==> config.mk <==
export PLATFORM = sky130hd
export DESIGN_NAME = const_level_monitor
export DESIGN_NICKNAME = d
export VERILOG_FILES = /design/src/rtl/const_level_monitor.sv
export SDC_FILE = /design/constraint.sdc
export NUM_CORES = 1
export LEC_CHECK = 0
export BUFFER_PORTS_ARGS = -buffer_cell sky130_fd_sc_hd__buf_4
export CAP_MARGIN = 10
export CORE_UTILIZATION = 55
export CTS_CLUSTER_DIAMETER = 100
export DETAILED_ROUTE_END_ITERATION = 10
export PLACE_DENSITY = 0.78
export SLEW_MARGIN = 20
export SYNTH_ARGS = -nofsm -noshare
export SYNTH_HDL_FRONTEND = slang
export SYNTH_SLANG_ARGS = --single-unit
==> constraint.sdc <==
create_clock -name clk -period 2.85 [get_ports clk]
set_input_delay 0.285 -clock clk [delete_from_list [all_inputs] [get_ports clk]]
set_output_delay 0.285 -clock clk [all_outputs]
set_load 0.005 [all_outputs]
==> src/rtl/const_level_monitor.sv <==
// ---------------------------------------------------------------------------
// const_level_monitor
//
// Watches a bus that a tie-off driver is supposed to hold at the constant
// level EXPECTED. When started, it checks a programmable number of
// consecutive cycles, counts the cycles where the bus differs from
// EXPECTED, and records where and with what value the first difference
// happened. At the end of the window it pulses done and reports pass/fail.
// The results stay visible until the next accepted start.
//
// Optional build macro:
//   CLM_ABORT_ON_ERR_EN - when defined, the first mismatch ends the window
//                         early. err_cnt then finishes at 1 and pass at 0.
//
// Parameters:
//   WIDTH     width of the monitored bus
//   EXPECTED  constant level that mon must hold
//   WIN_W     width of the window length and of the cycle index
//   CNT_W     width of the saturating mismatch counter
//
// Ports:
//   clk            rising-edge clock for all logic
//   rst_n          synchronous active-low reset
//   start          begin a check window; only looked at while idle
//   window         number of cycles to check; latched when start is accepted
//   mon            monitored bus, synchronous to clk
//   busy           high while a window is being checked
//   done           one-cycle pulse when a window completes
//   pass           1 when the last window saw no mismatches; held until restart
//   err_cnt        mismatch count of the last or current window
//   first_err_idx  window index of the first mismatch (0 if none)
//   first_err_val  mon value seen at the first mismatch (0 if none)
// ---------------------------------------------------------------------------
module const_level_monitor #(
   parameter int               WIDTH    = 1,
   parameter logic [WIDTH-1:0] EXPECTED = '0,
   parameter int               WIN_W    = 16,
   parameter int               CNT_W    = 16
) (
   input  logic             clk,
   input  logic             rst_n,
   input  logic             start,
   input  logic [WIN_W-1:0] window,
   input  logic [WIDTH-1:0] mon,
   output logic             busy,
   output logic             done,
   output logic             pass,
   output logic [CNT_W-1:0] err_cnt,
   output logic [WIN_W-1:0] first_err_idx,
   output logic [WIDTH-1:0] first_err_val
);

   typedef enum logic [1:0] {
      IDLE = 2'd0,
      RUN  = 2'd1,
      DONE = 2'd2
   } state_t;

   state_t           state;
   logic [WIN_W-1:0] win_len;
   logic [WIN_W-1:0] idx;

   logic             mismatch;
   logic             last_idx;
   logic             finish_now;
   logic [CNT_W-1:0] cnt_inc;

   // Per-cycle compare, saturating increment and end-of-window detection.
   // The count only ever grows from zero during a window, so err_cnt==0
   // is a reliable "no mismatch yet" flag for capturing the first one.
   always_comb begin
      mismatch = (mon != EXPECTED);
      last_idx = (idx == (win_len - WIN_W'(1)));
      cnt_inc  = (err_cnt == '1) ? err_cnt : (err_cnt + CNT_W'(1));
`ifdef CLM_ABORT_ON_ERR_EN
      finish_now = last_idx || mismatch;
`else
      finish_now = last_idx;
`endif
   end

   // Control FSM with registered outputs. done is raised on the edge that
   // enters DONE, so it is high for exactly the one cycle spent in DONE.
   // A zero-length window skips RUN and reports a trivial pass.
   always_ff @(posedge clk) begin
      if (!rst_n) begin
         state         <= IDLE;
         win_len       <= '0;
         idx           <= '0;
         busy          <= 1'b0;
         done          <= 1'b0;
         pass          <= 1'b0;
         err_cnt       <= '0;
         first_err_idx <= '0;
         first_err_val <= '0;
      end else begin
         done <= 1'b0;
         case (state)
            IDLE: begin
               if (start) begin
                  err_cnt       <= '0;
                  first_err_idx <= '0;
                  first_err_val <= '0;
                  idx           <= '0;
                  if (window != '0) begin
                     win_len <= window;
                     pass    <= 1'b0;
                     busy    <= 1'b1;
                     state   <= RUN;
                  end else begin
                     pass  <= 1'b1;
                     done  <= 1'b1;
                     state <= DONE;
                  end
               end
            end

            RUN: begin
               if (mismatch) begin
                  err_cnt <= cnt_inc;
                  if (err_cnt == '0) begin
                     first_err_idx <= idx;
                     first_err_val <= mon;
                  end
               end
               if (finish_now) begin
                  pass  <= (err_cnt == '0) && !mismatch;
                  busy  <= 1'b0;
                  done  <= 1'b1;
                  state <= DONE;
               end else begin
                  idx <= idx + WIN_W'(1);
               end
            end

            DONE: begin
               state <= IDLE;
            end

            default: begin
               busy  <= 1'b0;
               state <= IDLE;
            end
         endcase
      end
   end

endmodule

# Word level (Yosys, flattened, before mapping)
# Index checks and enable logic that the tools add are counted.
dict set report totals {
  register_bits 70
  mem_bits_ro 0
  latch_bits 0
  output_inout_bits 36
  mem_bits_rw 0
  wordCells 65
  memories 0
  inputBits 20
}
dict set report op_classes {
  div 0
  n_bitwise 1
  eq_ne 11
  shift 0
  mux 28
  n_addsub 3
  reduce_logical 13
  n_mul 0
  order_cmp 0
}
# cell count
set ops {}
lappend ops {{$mux 16} 6}
lappend ops {{$pmux 16 s2} 3}
lappend ops {{$add 16x1->16 const B} 2}
lappend ops {{$eq 16x16->1} 1}
lappend ops {{$eq 16x16->1 const B} 1}
lappend ops {{$logic_not 16->1} 1}
lappend ops {{$reduce_bool 16->1} 1}
lappend ops {{$sub 16x1->16 const B} 1}
lappend ops {{$ne 2x2->1 const B} 7}
lappend ops {{$reduce_and 4->1} 3}
lappend ops {{$mux 1} 11}
lappend ops {{$reduce_and 3->1} 3}
lappend ops {{$mux 2} 3}
lappend ops {{$pmux 1 s2} 3}
lappend ops {{$pmux 2 s2} 1}
lappend ops {{$pmux 1 s3} 1}
lappend ops {{$eq 2x1->1 const B} 1}
lappend ops {{$eq 2x2->1 const B} 1}
lappend ops {{$logic_not 2->1} 1}
lappend ops {{$reduce_and 2->1} 1}
lappend ops {{$reduce_bool 2->1} 1}
lappend ops {{$logic_and 1x1->1} 1}
lappend ops {{$logic_not 1->1} 1}
lappend ops {{$not 1->1} 1}

# Depth between registers and ports, before layout
dict set report depth {
  word_depth 4
  ltp_mapped 11
  ltp_nobuf 9
}

# Worst setup path before layout
# Ideal clock, no wire load.
dict set report synth_path {
  path_kind {flip-flop to flip-flop}
  startpoint {reg win_len[10]}
  endpoint {reg idx[13]}
  setup_ns 0.132
  path_stages_with_launch 12
  setup_slack_ns 0.341
  path_buffers 4
  arrival_time_ns 2.377
  required_time_ns 2.718
  synth_period_minus_slack_ns 2.509
  cell_sequence {dfxtp_1 -> buf_6 -> or4_1 -> buf_2 -> o211a_1 -> o211ai_2 -> nand3_2 -> a41o_1 -> buf_6 -> buf_2 -> o31ai_1 -> a21oi_1}
}
dict set report synth_via {
  elab_chain_len 4
}
# item line
set synth_rtl {}
lappend synth_rtl {{from (decl)} 60} ;# logic [WIN_W-1:0] win_len;
lappend synth_rtl {{from (signal assigned)} 106} ;# win_len <= window;
lappend synth_rtl {{$sub 16x1->16} 73} ;# last_idx = (idx == (win_len - WIN_W'(1)));
lappend synth_rtl {{$eq 16x16->1} 73}
lappend synth_rtl {{$ne 2x2->1 (no source line)} n/a}
lappend synth_rtl {{$reduce_and 3->1 (no source line)} n/a}
lappend synth_rtl {{to (signal assigned)} 132} ;# idx <= idx + WIN_W'(1);
lappend synth_rtl {{to (decl)} 61} ;# logic [WIN_W-1:0] idx;
# Every way passes these cells.
# A chain may end at the register's enable or synchronous reset.

# Worst setup path in the final report
dict set report layout_path {
  startpoint {reg win_len[9]}
  endpoint {reg idx[11]}
}
# The elaborated chain is that of the path after synthesis.

==> qor.csv <==
metric,value,unit
status,"complete, no violations",
CP Launch Type,flop,
vias in the first global route,3387,
Die W,83.70,um
Ports,56,
Core Area,6386,sq um
GRT Util Overall,0.2937,
area of the multi-input gates,2118,sq um
Slew Limit Fails,0,
"Reg clk slew, reported paths",0.08,ns
Final WS setup,0.1604,ns
"Hold Vio Cnt, Final",0,
Die Y,83.70,um
RSZ-0062 raised after global routing,no,
number of port buffers,55,
final setup TNS,0,ns
"Seq/Total Area, Yosys",0.3817,
number of synthesized flops with an enable pin,0,
HP Class,in -> reg,
Routed Antenna Nets,0,
Cell variety after synth,58,
DRT iter0 DRCs,208,
DP Worst Slack,0.1662,ns
"commonest cells after routing, fill and taps aside","dfxtp_1, buf_4, nand2_1",
Initial Utilization,0.5748,
Ys Warns,0,
CP max FO,23,
leakage,1.805,nW
PD cells,536.1,nW/um^2
layout cell share with drive strength beyond 1,0.1965,
max_cap viols,0,
Peak VDD IR,0.0004304,V
GPL Wtd Cong,0.9327,
top-area cell type share of the netlist area,0.3817,
Synth area leader,dfxtp_1,
total wire length,9.743,mm
Main synth FF type,dfxtp_1,
clock sinks,70,
synthesized area,3671,sq um
post-DP HPWL,7.067,mm
hold_ws,0.1791,ns
fin nets,528,
asr flop ratio synth,0,
root buffer cell,clkbuf_8,
register area,1401,sq um
Slew @ Worst Pin,0.9780,ns
CTS tree,built,
"Arr. time, crit path",2.96,ns
first-pass GRT wire length,16.47,mm
max frequency,371.8,MHz
"Area growth, synth to finish",21.44,%
CTS H-tree lvls,3,
Initial DRT Pass Iterations,6,
Final min period,2.690,ns
Worst Path Required,3.12,ns
gr ovfl total,0,
Syn Nets,472,
Post-Syn Instances,448,
Antenna Cells,0,
top post-synthesis cells by area,"dfxtp_1, mux2i_1, a21oi_1",
largest net degree at the start of global routing,28,
initial antenna violation count,0,
CTS buffer count,9,
WL per Instance,16.63,um
DIE AREA,7006,sq um
period utilization,0.9437,
Setup Buffers After CTS,0,
Crit Path Category,reg -> reg,
Slew HR,0.3388,
Clock Skews,0.006075,ns
syn_area_per_cell,8.194,sq um
Fillers,519,
clk_lat worst skew,0.34,ns
critical path endpoint category,flop,
row count,29,
Clock Path Buffers,2,
Vias,3606,
DRC errors left,0,
post-DR vias/cell,6.154,
"flops & latches, synth",70,
Finish-stage setup viols,0,
[repair_timing]
item | in CTS | in global routing
gates resized for setup | 0 | 2
endpoints found under the hold margin | 0 | 0
hold buffers | 0 | 0
setup endpoints to repair | 0 | 16
[power breakdown]
| group | switching [mW] | internal, mW |
|---|---|---|
| clock | 0.388 | 0.631 |
| combinational | 0.197 | 0.141 |
| sequential | 0.0321 | 1.00 |
| total | 0.617 | 1.77 |
[worst max-delay path, cell delays in order, from the launching register on]
cell and delay [ns]:
dfxtp_1 0.32, or4_1 0.64, o211a_1 0.29, o211ai_2 0.17, nand3_2 0.10, a41o_1 0.27
buf_12 0.16, or4_1 0.50, a21oi_1 0.17
[state kept, by name, summed over array words and instances, names as in the netlist]
signal         cells
pass               1
busy               1
first_err_val      1
done               1
first_err_idx     16
err_cnt           16
win_len           16
idx               16
state              2
[metal layers]
| layer | vias to the layer above | GRT usage | part of all wire | routed length (um) |
|---|---|---|---|---|
| li1 | 1746 | - | - | - |
| met1 | 1690 | 0.3734 | 0.43 | 4220 |
| met2 | 153 | 0.4937 | 0.48 | 4695 |
| met3 | 17 | 0.05045 | 0.066 | 640 |
| met4 | 0 | 0.1171 | 0.019 | 187 |
| met5 | - | 0 | 0 | 0 |
[final cells by class]
class / count / area share
clock inverter: 5 / 0.02330
tap: 77 / 0.02161
multi-input combinational: 341 / 0.4752
inverter: 11 / 0.009262
timing repair buffer: 71 / 0.1224
clock buffer: 11 / 0.03396
sequential: 70 / 0.3143
[kinds of logic (layout without fill, tap and decap cells)]
logic type,after synthesis,after routing,share of synthesized area
muxes,23,23,0.06271
buffers and inverters,37,98,0.04328
DFF,70,70,0.3817
adders and majority gates,4,4,0.01363
xor gates and xnor gates,27,27,0.06442
and+or+nand+nor,200,200,0.2839
AOI/OAI and AO/OA,87,87,0.1503
[cell usage after synthesis (2+ instances only)]
library cell / number
xor2_1: 14
o32ai_1: 2
or2_2: 4
nand2_1: 44
mux2i_1: 23
nor3_1: 12
and4_1: 8
dfxtp_1: 70
nor4b_1: 2
buf_6: 2
nand4_1: 11
o31a_1: 2
o211a_1: 2
ha_1: 4
or3b_2: 2
inv_1: 11
and2_1: 2
nor2_1: 39
and3_1: 10
xnor2_1: 13
nand3_1: 31
buf_2: 4
nand2b_1: 3
nor4_1: 11
o31ai_1: 4
o21ai_0: 12
o21ai_1: 2
clkbuf_1: 19
or3_1: 9
or4_1: 5
a21oi_1: 41
a32oi_1: 2
a211oi_1: 2
nor2b_1: 2
[worst paths after layout]
kind	startpoint	end	slack, ns	cells after the start
setup / recovery	win_len[9]	idx[11]	0.16	8
hold / removal	window[10]	win_len[10]	0.18	3
setup reg to reg	win_len[9]	idx[11]	0.16	8
hold reg to reg	first_err_idx[12]	first_err_idx[12]	0.45	2
[per-stage QoR]
step                utilization  total power [mW]  cell area (sq um)  std cells
floorplan                     -             1.282               3671        448
global placement         0.6569             1.379               4195        570
detailed placement       0.6569             1.384               4195        570
CTS                      0.6969             2.394               4451        586
global route             0.6981             2.486               4458        586
finish                   0.6981             2.390               4458        586
No activity file was read; power rests on OpenSTA's default activity.
